--- src/rtl/vit_ctrl_213_pkg.sv ---
// Shared constants and state type for the (2,1,3) Viterbi decoder slice.
package params_b213;

  localparam int unsigned W  = 4;   // path-metric width
  localparam int unsigned L  = 16;  // trellis stages per frame, tail included
  localparam int unsigned AW = 8;   // survivor-memory address width

  // Amount the ACS array subtracts from every metric on a norm stage.
  localparam logic [W-1:0] NORM_OFS = {1'b1, {(W-1){1'b0}}};

  typedef enum logic [1:0] {
    IDLE    = 2'd0,
    INIT    = 2'd1,
    RUN     = 2'd2,
    TB_WAIT = 2'd3
  } state_e;

endpackage

--- src/rtl/vit_ctrl_213_stage_cnt.sv ---
// Stage counter with terminal-count flag and a two-step address pipeline
// that follows a symbol from handshake through ae to its survivor write.
module vit_stage_cnt
  import params_b213::*;
#(
  parameter int unsigned L  = params_b213::L,
  parameter int unsigned AW = params_b213::AW
) (
  input  logic          clock,
  input  logic          reset,
  input  logic          clr_i,
  input  logic          inc_i,
  input  logic          ae_i,
  output logic          tc_o,
  output logic [AW-1:0] addr_o
);

  localparam int unsigned CW = $clog2(L + 1);

  logic [CW-1:0] cnt_q, cnt_d;
  logic [AW-1:0] ae_addr_q, ae_addr_d;
  logic [AW-1:0] we_addr_q, we_addr_d;

  assign tc_o   = (cnt_q == CW'(L));
  assign addr_o = we_addr_q;

  // Next-state: count handshakes, capture stage index on handshake, move it on ae.
  always_comb begin
    cnt_d     = cnt_q;
    ae_addr_d = ae_addr_q;
    we_addr_d = we_addr_q;
    if (clr_i) begin
      cnt_d = '0;
    end else if (inc_i && !tc_o) begin
      cnt_d = cnt_q + 1'b1;
    end
    if (inc_i) begin
      ae_addr_d = AW'(cnt_q);
    end
    if (ae_i) begin
      we_addr_d = ae_addr_q;
    end
  end

  // Register update with synchronous reset.
  always_ff @(posedge clock) begin
    if (reset) begin
      cnt_q     <= '0;
      ae_addr_q <= '0;
      we_addr_q <= '0;
    end else begin
      cnt_q     <= cnt_d;
      ae_addr_q <= ae_addr_d;
      we_addr_q <= we_addr_d;
    end
  end

endmodule

--- src/rtl/vit_ctrl_213.sv ---
// Control sequencer for the (2,1,3) backward-label Viterbi decoder: symbol
// intake, ACS enable, survivor writes, normalisation and traceback hand-off.
module vit_ctrl_213
  import params_b213::*;
#(
  parameter int unsigned W  = params_b213::W,
  parameter int unsigned L  = params_b213::L,
  parameter int unsigned AW = params_b213::AW
) (
  input  logic          clock,
  input  logic          reset,
  input  logic          start,
  input  logic          sym_valid,
  input  logic [1:0]    sym_in,
  output logic          sym_ready,
  output logic [1:0]    bm_sym,
  output logic          ae,
  output logic          pm_init,
  input  logic          norm_req,
  output logic          norm,
  output logic          sm_we,
  output logic [AW-1:0] sm_addr,
  output logic          tb_start,
  input  logic          tb_done,
  output logic          busy
);

  if (W < 2 || L < 2 || L > 255 || L > (1 << AW)) begin : g_bad_param
    $error("vit_ctrl_213: illegal W/L/AW combination");
  end

  state_e     state_q;
  logic [1:0] bm_sym_q;
  logic       ae_q, pm_init_q, norm_q, norm_pend_q, sm_we_q, tb_start_q;
  logic       tc, hs;

  assign sym_ready = (state_q == RUN) && !tc;
  assign hs        = sym_ready && sym_valid;

  assign bm_sym   = bm_sym_q;
  assign ae       = ae_q;
  assign pm_init  = pm_init_q;
  assign norm     = norm_q;
  assign sm_we    = sm_we_q;
  assign tb_start = tb_start_q;
  assign busy     = (state_q != IDLE);

  vit_stage_cnt #(
    .L  (L),
    .AW (AW)
  ) u_cnt (
    .clock  (clock),
    .reset  (reset),
    .clr_i  (state_q == INIT),
    .inc_i  (hs),
    .ae_i   (ae_q),
    .tc_o   (tc),
    .addr_o (sm_addr)
  );

  // Frame FSM with registered strobes; ae/sm_we form a two-stage pipeline off the handshake.
  always_ff @(posedge clock) begin
    if (reset) begin
      state_q     <= IDLE;
      bm_sym_q    <= '0;
      ae_q        <= 1'b0;
      pm_init_q   <= 1'b0;
      norm_q      <= 1'b0;
      norm_pend_q <= 1'b0;
      sm_we_q     <= 1'b0;
      tb_start_q  <= 1'b0;
    end else begin
      pm_init_q  <= 1'b0;
      tb_start_q <= 1'b0;
      ae_q       <= hs;
      sm_we_q    <= ae_q;

      // A request arriving with a handshake rides on that very ae.
      if (hs) begin
        bm_sym_q    <= sym_in;
        norm_q      <= norm_pend_q | norm_req;
        norm_pend_q <= 1'b0;
      end else begin
        norm_q      <= 1'b0;
        norm_pend_q <= norm_pend_q | norm_req;
      end

      unique case (state_q)
        IDLE: begin
          if (start) begin
            state_q   <= INIT;
            pm_init_q <= 1'b1;
          end
        end
        INIT: begin
          state_q     <= RUN;
          // Metrics are being reloaded, so any earlier request is stale.
          norm_pend_q <= 1'b0;
        end
        RUN: begin
          // All symbols taken, last ae gone, last survivor write in flight now.
          if (tc && !ae_q && sm_we_q) begin
            state_q    <= TB_WAIT;
            tb_start_q <= 1'b1;
          end
        end
        TB_WAIT: begin
          if (tb_done) begin
            state_q <= IDLE;
          end
        end
        default: state_q <= IDLE;
      endcase
    end
  end

endmodule

--- config.mk ---
export PLATFORM = sky130hd
export DESIGN_NAME = vit_ctrl_213
export DESIGN_NICKNAME = d
export VERILOG_FILES = /design/src/rtl/vit_ctrl_213_pkg.sv /design/src/rtl/vit_ctrl_213_stage_cnt.sv /design/src/rtl/vit_ctrl_213.sv
export SDC_FILE = /design/constraint.sdc
export NUM_CORES = 1
export LEC_CHECK = 0
export ABC_AREA = 1
export BUFFER_PORTS_ARGS = -buffer_cell sky130_fd_sc_hd__clkbuf_2
export CAP_MARGIN = 20
export CORE_MARGIN = 5
export CORE_UTILIZATION = 25
export DETAILED_ROUTE_END_ITERATION = 10
export GPL_ROUTABILITY_DRIVEN = 0
export MAX_ROUTING_LAYER = met4
export SETUP_SLACK_MARGIN = 0.4
export SYNTH_ARGS = -nofsm -noshare
export SYNTH_HDL_FRONTEND = slang
export SYNTH_SLANG_ARGS = --single-unit
--- constraint.sdc ---
create_clock -name clock -period 1.4 [get_ports clock]
set_input_delay 0.14 -clock clock [delete_from_list [all_inputs] [get_ports clock]]
set_output_delay 0.14 -clock clock [all_outputs]
set_load 0.02 [all_outputs]
==> summary.txt, run 1 <==
Status
  • Status: finished clean

Final layout
  • Antenna diodes: 0
  • Most frequent cells in the layout: 20 x dfxtp_1, 19 x nand2_1, 18 x clkbuf_2, 15 x buf_4, 13 x inv_1
  • Syn-to-layout area delta: 47.0%
  • Non-Filler Instances: 225
  • Post-layout util: 38.6%
  • Nets: 190
  • Filler cell count: 412
  • Most common cell after layout, fill and taps aside: dfxtp_1
  • Layout cells sized above 1: 46.9%

Global routing
  • Vias in the first global route: 901
  • First-pass GRT wire length: 3.89 mm
  • Initial antenna violation count: 0
  • Total congestion overflow: 0
  • Largest net degree at the start of global routing: 16
  • GR Util All Layers: 9.09%

Clocking
  • Hold Buf Count CTS: 0
  • Clk Latency, worst-skew pair: 0.27 ns
  • Clk root buf: clkbuf_8
  • Worst-case clock buffer depth: 2
  • CTS tree: done
  • # clock sinks: 25
  • H-tree depth: 1
  • Clk slew on worst S/H paths: 0.08 ns
  • Num CTS Buffers: 3

Die
  • I/O pin cnt: 25
  • Row Count: 23
  • DIE AREA: 5700 um2
  • Die span in x: 75.5 um
  • Core region area: 4090 um2
  • Initial Util: 26.2%
  • Die height: 75.5 um

Drt
  • Via density: 4.23
  • TritonRoute pass-1 iters: 4
  • Wire length per cell: 10.8 um
  • DR iter-0 viols: 56
  • Vias: 952
  • Final wirelength: 2.43 mm
  • Routed Antenna Nets: 0
  • # DRC: 0

Place
  • HPWL Detailed: 1.65 mm
  • Placed cells: 207
  • Port bufs: 21

Synthesis
  • Synth top area cells: dfxtp_1 47%, nand2_1 9.8%, inv_1 7.4%
  • Register area share after synthesis: 46.7%
  • Post-Syn Instances: 134
  • Synth area leader: dfxtp_1
  • Mapped Area: 1070 um2
  • Post-synth top area share: 46.7%
  • Ys Warns: 0
  • Register bit total from synthesis: 25
  • Avg Cell Area, Syn: 8.00 um2
  • Netlist cell types: 23

Power
  • Logic pwr share: 46.5%
  • Clock group share of total power: 17.5%
  • Power share of the sequential group: 36.0%
  • Pwr Total: 2.44 mW
  • P_leak: 0.705 nW
  • Pint: 1.56 mW
  • NetSw: 0.878 mW
  • Switching Fraction: 36.0%
  • VDD IR max: 0.000814 V
  • Pwr/cell area: 1550 nW/um2

Critical path
  • Worst path arrival time: 1.22 ns
  • Worst Setup End Kind: output pin
  • Critical Path RT: 1.26 ns
  • R2r setup slk: 0.10 ns
  • Maximum fanout along the worst path: 3
  • Type of origin of the critical path: flip-flop
  • Crit Path Class: reg -> out

Timing
  • Final setup fails: 0
  • Hold Vio Cnt, Final: 0
  • Clk_skew: 0.00374 ns
  • Fin crit share: 97.3%
  • Max Fclk: 734 MHz
  • RSZ-0062 raised after global routing: true
  • Hold_ws: 0.0525 ns
  • Tmin final: 1.36 ns
  • Max-slew violations: 0

Flow run
  • Max-Cap Viols: 0

Hold path
  • Min-Delay Path Class: in -> reg
==> power groups by stage <==
stage / clock network, mW / logic [mW] / registers, mW
5_1_grt: 0.480 / 1.24 / 0.890
6_report: 0.426 / 1.13 / 0.879
3_5_place_dp: 0 / 0.729 / 0.874
2_1_floorplan: 0 / 0.524 / 0.910
3_3_place_gp: 0 / 0.729 / 0.872
4_1_cts: 0.450 / 1.03 / 0.881
==> critical path: stages (launching register included) <==
cell     delay [ns]
dfxtp_2        0.34
inv_2          0.06
ha_4           0.12
nand2_2        0.05
inv_2          0.08
nand2_4        0.07
nand2_2        0.08
inv_2          0.04
buf_8          0.12
==> per-layer routing <==
layer | part of all wire [%] | vias to the layer above | wire length [um] | track usage, %
met5 | 0 | - | 0 | -
met4 | 0.41 | 0 | 10 | 1.17
met3 | 6.8 | 2 | 166 | 3.30
met2 | 47 | 23 | 1140 | 14.8
met1 | 46 | 430 | 1110 | 11.1
li1 | - | 497 | - | -
==> synth_stat cells <==
cell type / n
nand3_1: 8
clkbuf_1: 1
nor3_1: 1
buf_4: 3
nor2_4: 1
nor2_1: 8
xnor2_1: 2
nand2_2: 1
buf_8: 1
dfxtp_1: 25
nand4_1: 1
o211ai_1: 1
nand2_1: 28
xor2_1: 1
ha_1: 6
a21oi_1: 12
o21a_1: 1
nand3_4: 1
inv_1: 21
conb_1: 1
buf_2: 1
o21ai_1: 3
o21ai_0: 6
==> kinds of logic (layout without fill, tap and decap cells) <==
family                     after synthesis  after routing  synth area share [%]
other                                    1              3                 0.350
AOI/OAI and AO/OA                       23             23                  11.2
xor gates and xnor gates                 3              3                  2.45
and+or+nand+nor                         49             49                  20.7
buffers and inverters                   27             66                  11.7
adders and majority gates                6              6                  7.00
DFF                                     25             25                  46.7
==> cell type report <==
cell class	instances	area (um2)	share of cell area, %
Clock buffer	3	41.3	2.62
Clock inverter	1	7.51	0.476
Inverter	21	88.8	5.63
Multi-Input combinational cell	84	563	35.7
Sequential cell	25	509	32.3
Tap cell	50	62.6	3.97
Timing Repair Buffer	41	304	19.3
==> per-stage QoR <==
stage / setup slack, ns / setup TNS (ns) / area (um2)
4_1_cts: 0.0347 / 0 / 1500
6_report: 0.0379 / 0 / 1580
2_1_floorplan: 0.217 / 0 / 1100
3_5_place_dp: 0.0392 / 0 / 1270
3_3_place_gp: 0.0582 / 0 / 1270
5_1_grt: -0.0187 / -0.0187 / 1580
==> worst paths after layout <==
kind / end / cells past startpoint / start
setup reg to reg: u_cnt.ae_addr_q[1] / 9 / u_cnt.cnt_q[1]
hold / removal: bm_sym[0] / 3 / sym_in[0]
hold reg to reg: norm / 1 / norm_pend_q
setup / recovery: sym_ready / 8 / u_cnt.cnt_q[1]
==> registers in the layout (all words and copies together) (netlist names) <==
signal and cells:
pm_init 1, norm 1, u_cnt.ae_addr_q 5, tb_start 1, bm_sym 2, u_cnt.cnt_q 5
state_q 2, u_cnt.addr_o 5, ae 1, norm_pend_q 1, sm_we 1
==> what timing repair did <==
action,CTS,global route
pin swaps,13,11
resized for setup,32,15
endpoints found under the setup margin,21,21
buffers inserted,11,3
Note: power is estimated with default switching activity, not from simulation.
==> run 2: changes to the inputs <==
CORE_UTILIZATION = 51   (was 25)
PLACE_DENSITY = 0.76   (was not set)
==> summary.txt, run 2 (synthesis results as in run 1) <==
Global routing
  • Total congestion overflow: 0
  • GR Util All Layers: 18.6%
  • Largest net degree at the start of global routing: 14
  • First-pass GRT wire length: 4.48 mm
  • Vias in the first global route: 1008
  • Initial antenna violation count: 0

Die
  • Row Count: 16
  • Core region area: 1980 um2
  • Initial Util: 54.1%
  • Die height: 55.9 um
  • I/O pin cnt: 25
  • DIE AREA: 3120 um2
  • Die span in x: 55.9 um

Timing
  • Hold_ws: 0.000809 ns
  • Clk_skew: 0.00347 ns
  • Max Fclk: 673 MHz
  • Max-slew violations: 0
  • Fin crit share: 106%
  • Final setup fails: 5
  • Hold Vio Cnt, Final: 0
  • RSZ-0062 raised after global routing: true
  • Post-route setup slack: -0.0861 ns
  • Tmin final: 1.49 ns

Power
  • Pint: 1.64 mW
  • Pwr/cell area: 1680 nW/um2
  • VDD IR max: 0.00132 V
  • Switching Fraction: 38.8%
  • P_leak: 0.732 nW
  • Power share of the sequential group: 33.2%
  • Logic pwr share: 54.3%
  • NetSw: 1.04 mW
  • Clock group share of total power: 12.4%

Status
  • Violated checks: negative setup slack
  • Status: complete, but fails checks

Place
  • HPWL Detailed: 1.62 mm
  • Port bufs: 21
  • Post-Place Setup Slack: 0.0332 ns
  • Post-DP Area: 1220 um2
  • Placed cells: 181

Final layout
  • Filler cell count: 111
  • Most common cell after layout, fill and taps aside: buf_4
  • Syn-to-layout area delta: 48.8%
  • Non-Filler Instances: 206
  • Antenna diodes: 0
  • Most frequent cells in the layout: 23 x buf_4, 20 x nand2_1, 17 x dfxtp_1, 12 x inv_1, 9 x buf_6
  • Nets: 194
  • Post-route cell area: 1600 um2
  • Layout cells sized above 1: 49.2%

Clocking
  • Clk slew on worst S/H paths: 0.13 ns
  • H-tree depth: 1
  • CTS tree: done
  • Worst-case clock buffer depth: 2
  • Clk Latency, worst-skew pair: 0.33 ns
  • Clk root buf: clkbuf_4
  • Num CTS Buffers: 3
  • # clock sinks: 25

Critical path
  • Maximum fanout along the worst path: 2
  • Worst r2r path cells: 10
  • Worst Setup SP: u_cnt.cnt_q[0]
  • Type of origin of the critical path: flip-flop
  • Crit Path Class: reg -> out
  • FF-to-FF End: u_cnt.ae_addr_q[1]
  • Worst r2r src: u_cnt.cnt_q[0]
  • Worst Setup End Kind: output pin
  • Crit path capture: sym_ready
  • Worst path arrival time: 1.35 ns
  • Critical Path RT: 1.26 ns
  • R2r setup slk: -0.04 ns

Drt
  • Routed Antenna Nets: 0
  • Vias: 1072
  • TritonRoute pass-1 iters: 4
  • DR iter-0 viols: 54
  • Final wirelength: 3.23 mm
  • # DRC: 0
  • Wire length per cell: 15.7 um
  • Via density: 5.20

Flow run
  • Max-Cap Viols: 0

Hold path
  • Min-Delay Path Class: in -> reg
[run 2: cell count changes in the layout (fill, tap and decap cells not counted), moves of 2 or more]
cell / delta
dfxtp_2: +3
dfxtp_1: -3
buf_4: +8
clkbuf_4: +3
clkbuf_2: -10
clkbuf_8: -3
buf_6: +4
inv_2: +2
[run 2: per-layer routing]
layer	vias to the layer above	global-route usage, %	wire length, um
li1	504	-	-
met1	493	21.1	1210
met2	61	31.6	1630
met3	14	4.18	256
met4	0	7.80	133
met5	-	-	0
[run 2: how the worst min path moves through the flow]
| stage | from | to | slack (ns) | cells past startpoint |
|---|---|---|---|---|
| 2_1_floorplan | reset | pm_init | 0.21 | 1 |
| 3_3_place_gp | sym_in[1] | bm_sym[1] | 0.34 | 3 |
| 3_5_place_dp | sym_in[1] | bm_sym[1] | 0.34 | 3 |
| 4_1_cts | sym_in[1] | bm_sym[1] | 0.01 | 3 |
| 5_1_grt | sym_in[0] | bm_sym[0] | 0.008 | 3 |
| 6_report | sym_in[0] | bm_sym[0] | 0.0008 | 3 |
[run 2: area by class of cell]
cell class	instances	area (um2)	share of cell area (%)
flip-flops and latches	25	513	32.2
multi-input cells	84	562	35.2
repair buffers	45	374	23.5
clock buffers	4	26.3	1.65
inverters	21	86.3	5.41
well taps	27	33.8	2.12
[run 2: worst max-delay path: stages (launching register included)]
cell and delay (ns):
dfxtp_2 0.35, inv_2 0.08, ha_4 0.13, nand2_2 0.05
inv_2 0.08, nand2_4 0.05, nand2_2 0.08, inv_2 0.05
buf_8 0.13
[run 2: power groups by stage]
stage,Combinational [mW],Clock (mW),Sequential (mW)
after floorplan,0.524,0,0.910
after CTS,1.10,0.319,0.885
after detailed placement,0.716,0,0.878
after global routing,1.54,0.372,0.901
after global placement,0.688,0,0.870
final,1.46,0.333,0.890
[run 2: stage by stage]
step                      TNS, ns  util, %  power, mW
after floorplan                 0        -       1.43
after global placement          0     61.4       1.56
after detailed placement        0     61.4       1.59
after CTS                       0     73.9       2.31
after global routing        -1.07     80.5       2.82
final                      -0.174     80.5       2.68
[run 2: what timing repair did]
| item | CTS | global route |
|---|---|---|
| resized for setup | 37 | 37 |
| hold endpoints to repair | 0 | 1 |
| hold buffers | 0 | 1 |
| pin swaps | 12 | 4 |
| setup buffers | 14 | 6 |
| setup endpoints to repair | 21 | 32 |
==> run 3: changes to the inputs <==
ABC_AREA = not set   (was 1)
CORE_UTILIZATION = 54   (was 51)
CTS_BUF_LIST = sky130_fd_sc_hd__clkbuf_8   (was not set)
PLACE_DENSITY = 0.8   (was 0.76)
==> summary.txt, run 3 <==
Status
  • Status: complete, but fails checks
  • Violated checks: negative setup slack

Final layout
  • Antenna diodes: 0
  • Non-Filler Instances: 174
  • Most frequent cells in the layout: 20 x dfxtp_1, 18 x clkbuf_2, 12 x nor2_1, 11 x nand2_1, 8 x a21oi_2
  • Layout cells sized above 1: 57.1%
  • Post-route cell area: 1570 um2
  • Post-layout util: 81.6%
  • Nets: 162
  • Most common cell after layout, fill and taps aside: dfxtp_1
  • Syn-to-layout area delta: 47.4%

Synthesis
  • Top cells by count, synth: 25 x dfxtp_1, 18 x nand2_1, 13 x nor2_1, 8 x a21oi_1, 7 x inv_1
  • Avg Cell Area, Syn: 9.33 um2
  • Post-Syn Instances: 114
  • Fraction of registers with async set/reset: 0%
  • Ys Warns: 0
  • Post-synth EDFFs: 0
  • Netlist cell types: 26
  • Synth area leader: dfxtp_1
  • Register area share after synthesis: 47.1%
  • Most common cell in the netlist: dfxtp_1
  • Top_reg_cell synth: dfxtp_1
  • Register bit total from synthesis: 25
  • Synth top area cells: dfxtp_1 47%, ha_1 7.1%, nand2_1 6.4%
  • Post-synth top area share: 47.1%
  • Mapped Area: 1060 um2

Global routing
  • First-pass GRT wire length: 4.04 mm
  • Total congestion overflow: 0
  • Largest net degree at the start of global routing: 19
  • Initial antenna violation count: 0
  • Vias in the first global route: 855
  • GR Util All Layers: 20.1%

Die
  • Die height: 54.4 um
  • Die span in x: 54.4 um
  • Initial Util: 55.3%
  • Row Count: 16
  • DIE AREA: 2960 um2
  • Core region area: 1920 um2
  • I/O pin cnt: 25

Drt
  • Via density: 5.17
  • Final wirelength: 2.80 mm
  • Routed Antenna Nets: 0
  • # DRC: 0
  • Vias: 900
  • Wire length per cell: 16.1 um
  • TritonRoute pass-1 iters: 5
  • DR iter-0 viols: 13

Clocking
  • H-tree depth: 1
  • # clock sinks: 25
  • Num CTS Buffers: 3
  • Clk root buf: clkbuf_8
  • Hold Buf Count CTS: 0
  • CTS tree: done
  • Clk slew on worst S/H paths: 0.09 ns
  • Clk Latency, worst-skew pair: 0.27 ns
  • Worst-case clock buffer depth: 2

Power
  • Pwr/cell area: 1270 nW/um2
  • VDD IR max: 0.000913 V
  • P_leak: 0.612 nW
  • Pwr Total: 2.00 mW

Critical path
  • Worst path arrival time: 1.63 ns
  • Critical Path RT: 1.60 ns
  • Crit Path Class: reg -> reg
  • Maximum fanout along the worst path: 2
  • Worst Setup End Kind: flip-flop
  • Type of origin of the critical path: flip-flop

Timing
  • Max-slew violations: 0
  • Clk_skew: 0.00657 ns
  • Setup TNS: -0.0841 ns
  • RSZ-0062 raised after global routing: true
  • Max Fclk: 700 MHz
  • Hold Vio Cnt, Final: 0
  • Fin crit share: 102%
  • Tmin final: 1.43 ns
  • Hold_ws: 0.0937 ns
  • Post-route setup slack: -0.0280 ns
  • Final setup fails: 5

Place
  • Post-DP Area: 1250 um2
  • Post-Place Setup Slack: 0.0328 ns
  • Placed cells: 159
  • Port bufs: 21
  • HPWL Detailed: 1.46 mm

Hold path
  • Min-Delay Path Class: in -> reg

Flow run
  • Max-Cap Viols: 0
==> run 3: changes by cell type in the layout (fill, tap and decap cells not counted), sizes merged, moves of 2 or more <==
cell | before | now
o21ai | 9 | 0
xor2 | 1 | 3
nor2 | 9 | 13
buf | 36 | 16
nand3 | 9 | 3
nand2 | 29 | 18
and3 | 0 | 2
nor2b | 0 | 2
mux2i | 0 | 6
clkbuf | 12 | 22
a21oi | 12 | 8
and2 | 0 | 3
inv | 21 | 7
==> run 3: critical path: stages (launching register included) <==
cell	delay (ns)
dfxtp_2	0.34
inv_2	0.07
ha_4	0.14
nand4bb_4	0.11
and2_4	0.17
a2111oi_4	0.27
o221a_1	0.26
==> run 3: final cells by class <==
cell class	count	area, um2
Multi-Input combinational cell	76	661
Tap cell	27	33.8
Clock inverter	1	7.51
Sequential cell	25	509
Clock buffer	3	41.3
Fill cell	124	354
Timing Repair Buffer	35	284
Inverter	7	31.3
==> run 3: repair_timing <==
action	CTS	global route
resized for setup	23	22
endpoints found under the setup margin	21	22
setup buffers	11	0
pin swaps	7	10
==> run 3: layer usage <==
layer,vias up,track usage [%],part of all wire [%]
li1,425,-,-
met1,427,22.1,40
met2,31,35.5,51
met3,17,4.09,4.6
met4,0,7.47,4.3
met5,-,-,0
==> run 3: cells by family after synthesis <==
logic type	count (synthesis)	share of synthesized area, %
other cells	1	0.353
flops	25	47.1
buf+inv	15	7.18
compound gates	10	7.41
simple gates	47	22.0
mux	6	5.65
fa+ha+maj	6	7.06
xor+xnor	4	3.29
==> run 3: power breakdown <==
| group | total [mW] | internal [mW] | switching, mW |
|---|---|---|---|
| combinational | 0.759 | 0.378 | 0.381 |
| clock | 0.432 | 0.202 | 0.230 |
| sequential | 0.805 | 0.764 | 0.0408 |
==> run 3: path summary, 6_finish.rpt <==
path	startpoint	end	slack (ns)	cells past startpoint
setup reg to reg	u_cnt.cnt_q[0]	state_q[0]	-0.03	6
hold reg to reg	u_cnt.ae_addr_q[0]	u_cnt.ae_addr_q[0]	0.49	2
hold / removal	sym_in[0]	bm_sym[0]	0.09	3
setup / recovery	u_cnt.cnt_q[0]	state_q[0]	-0.03	6
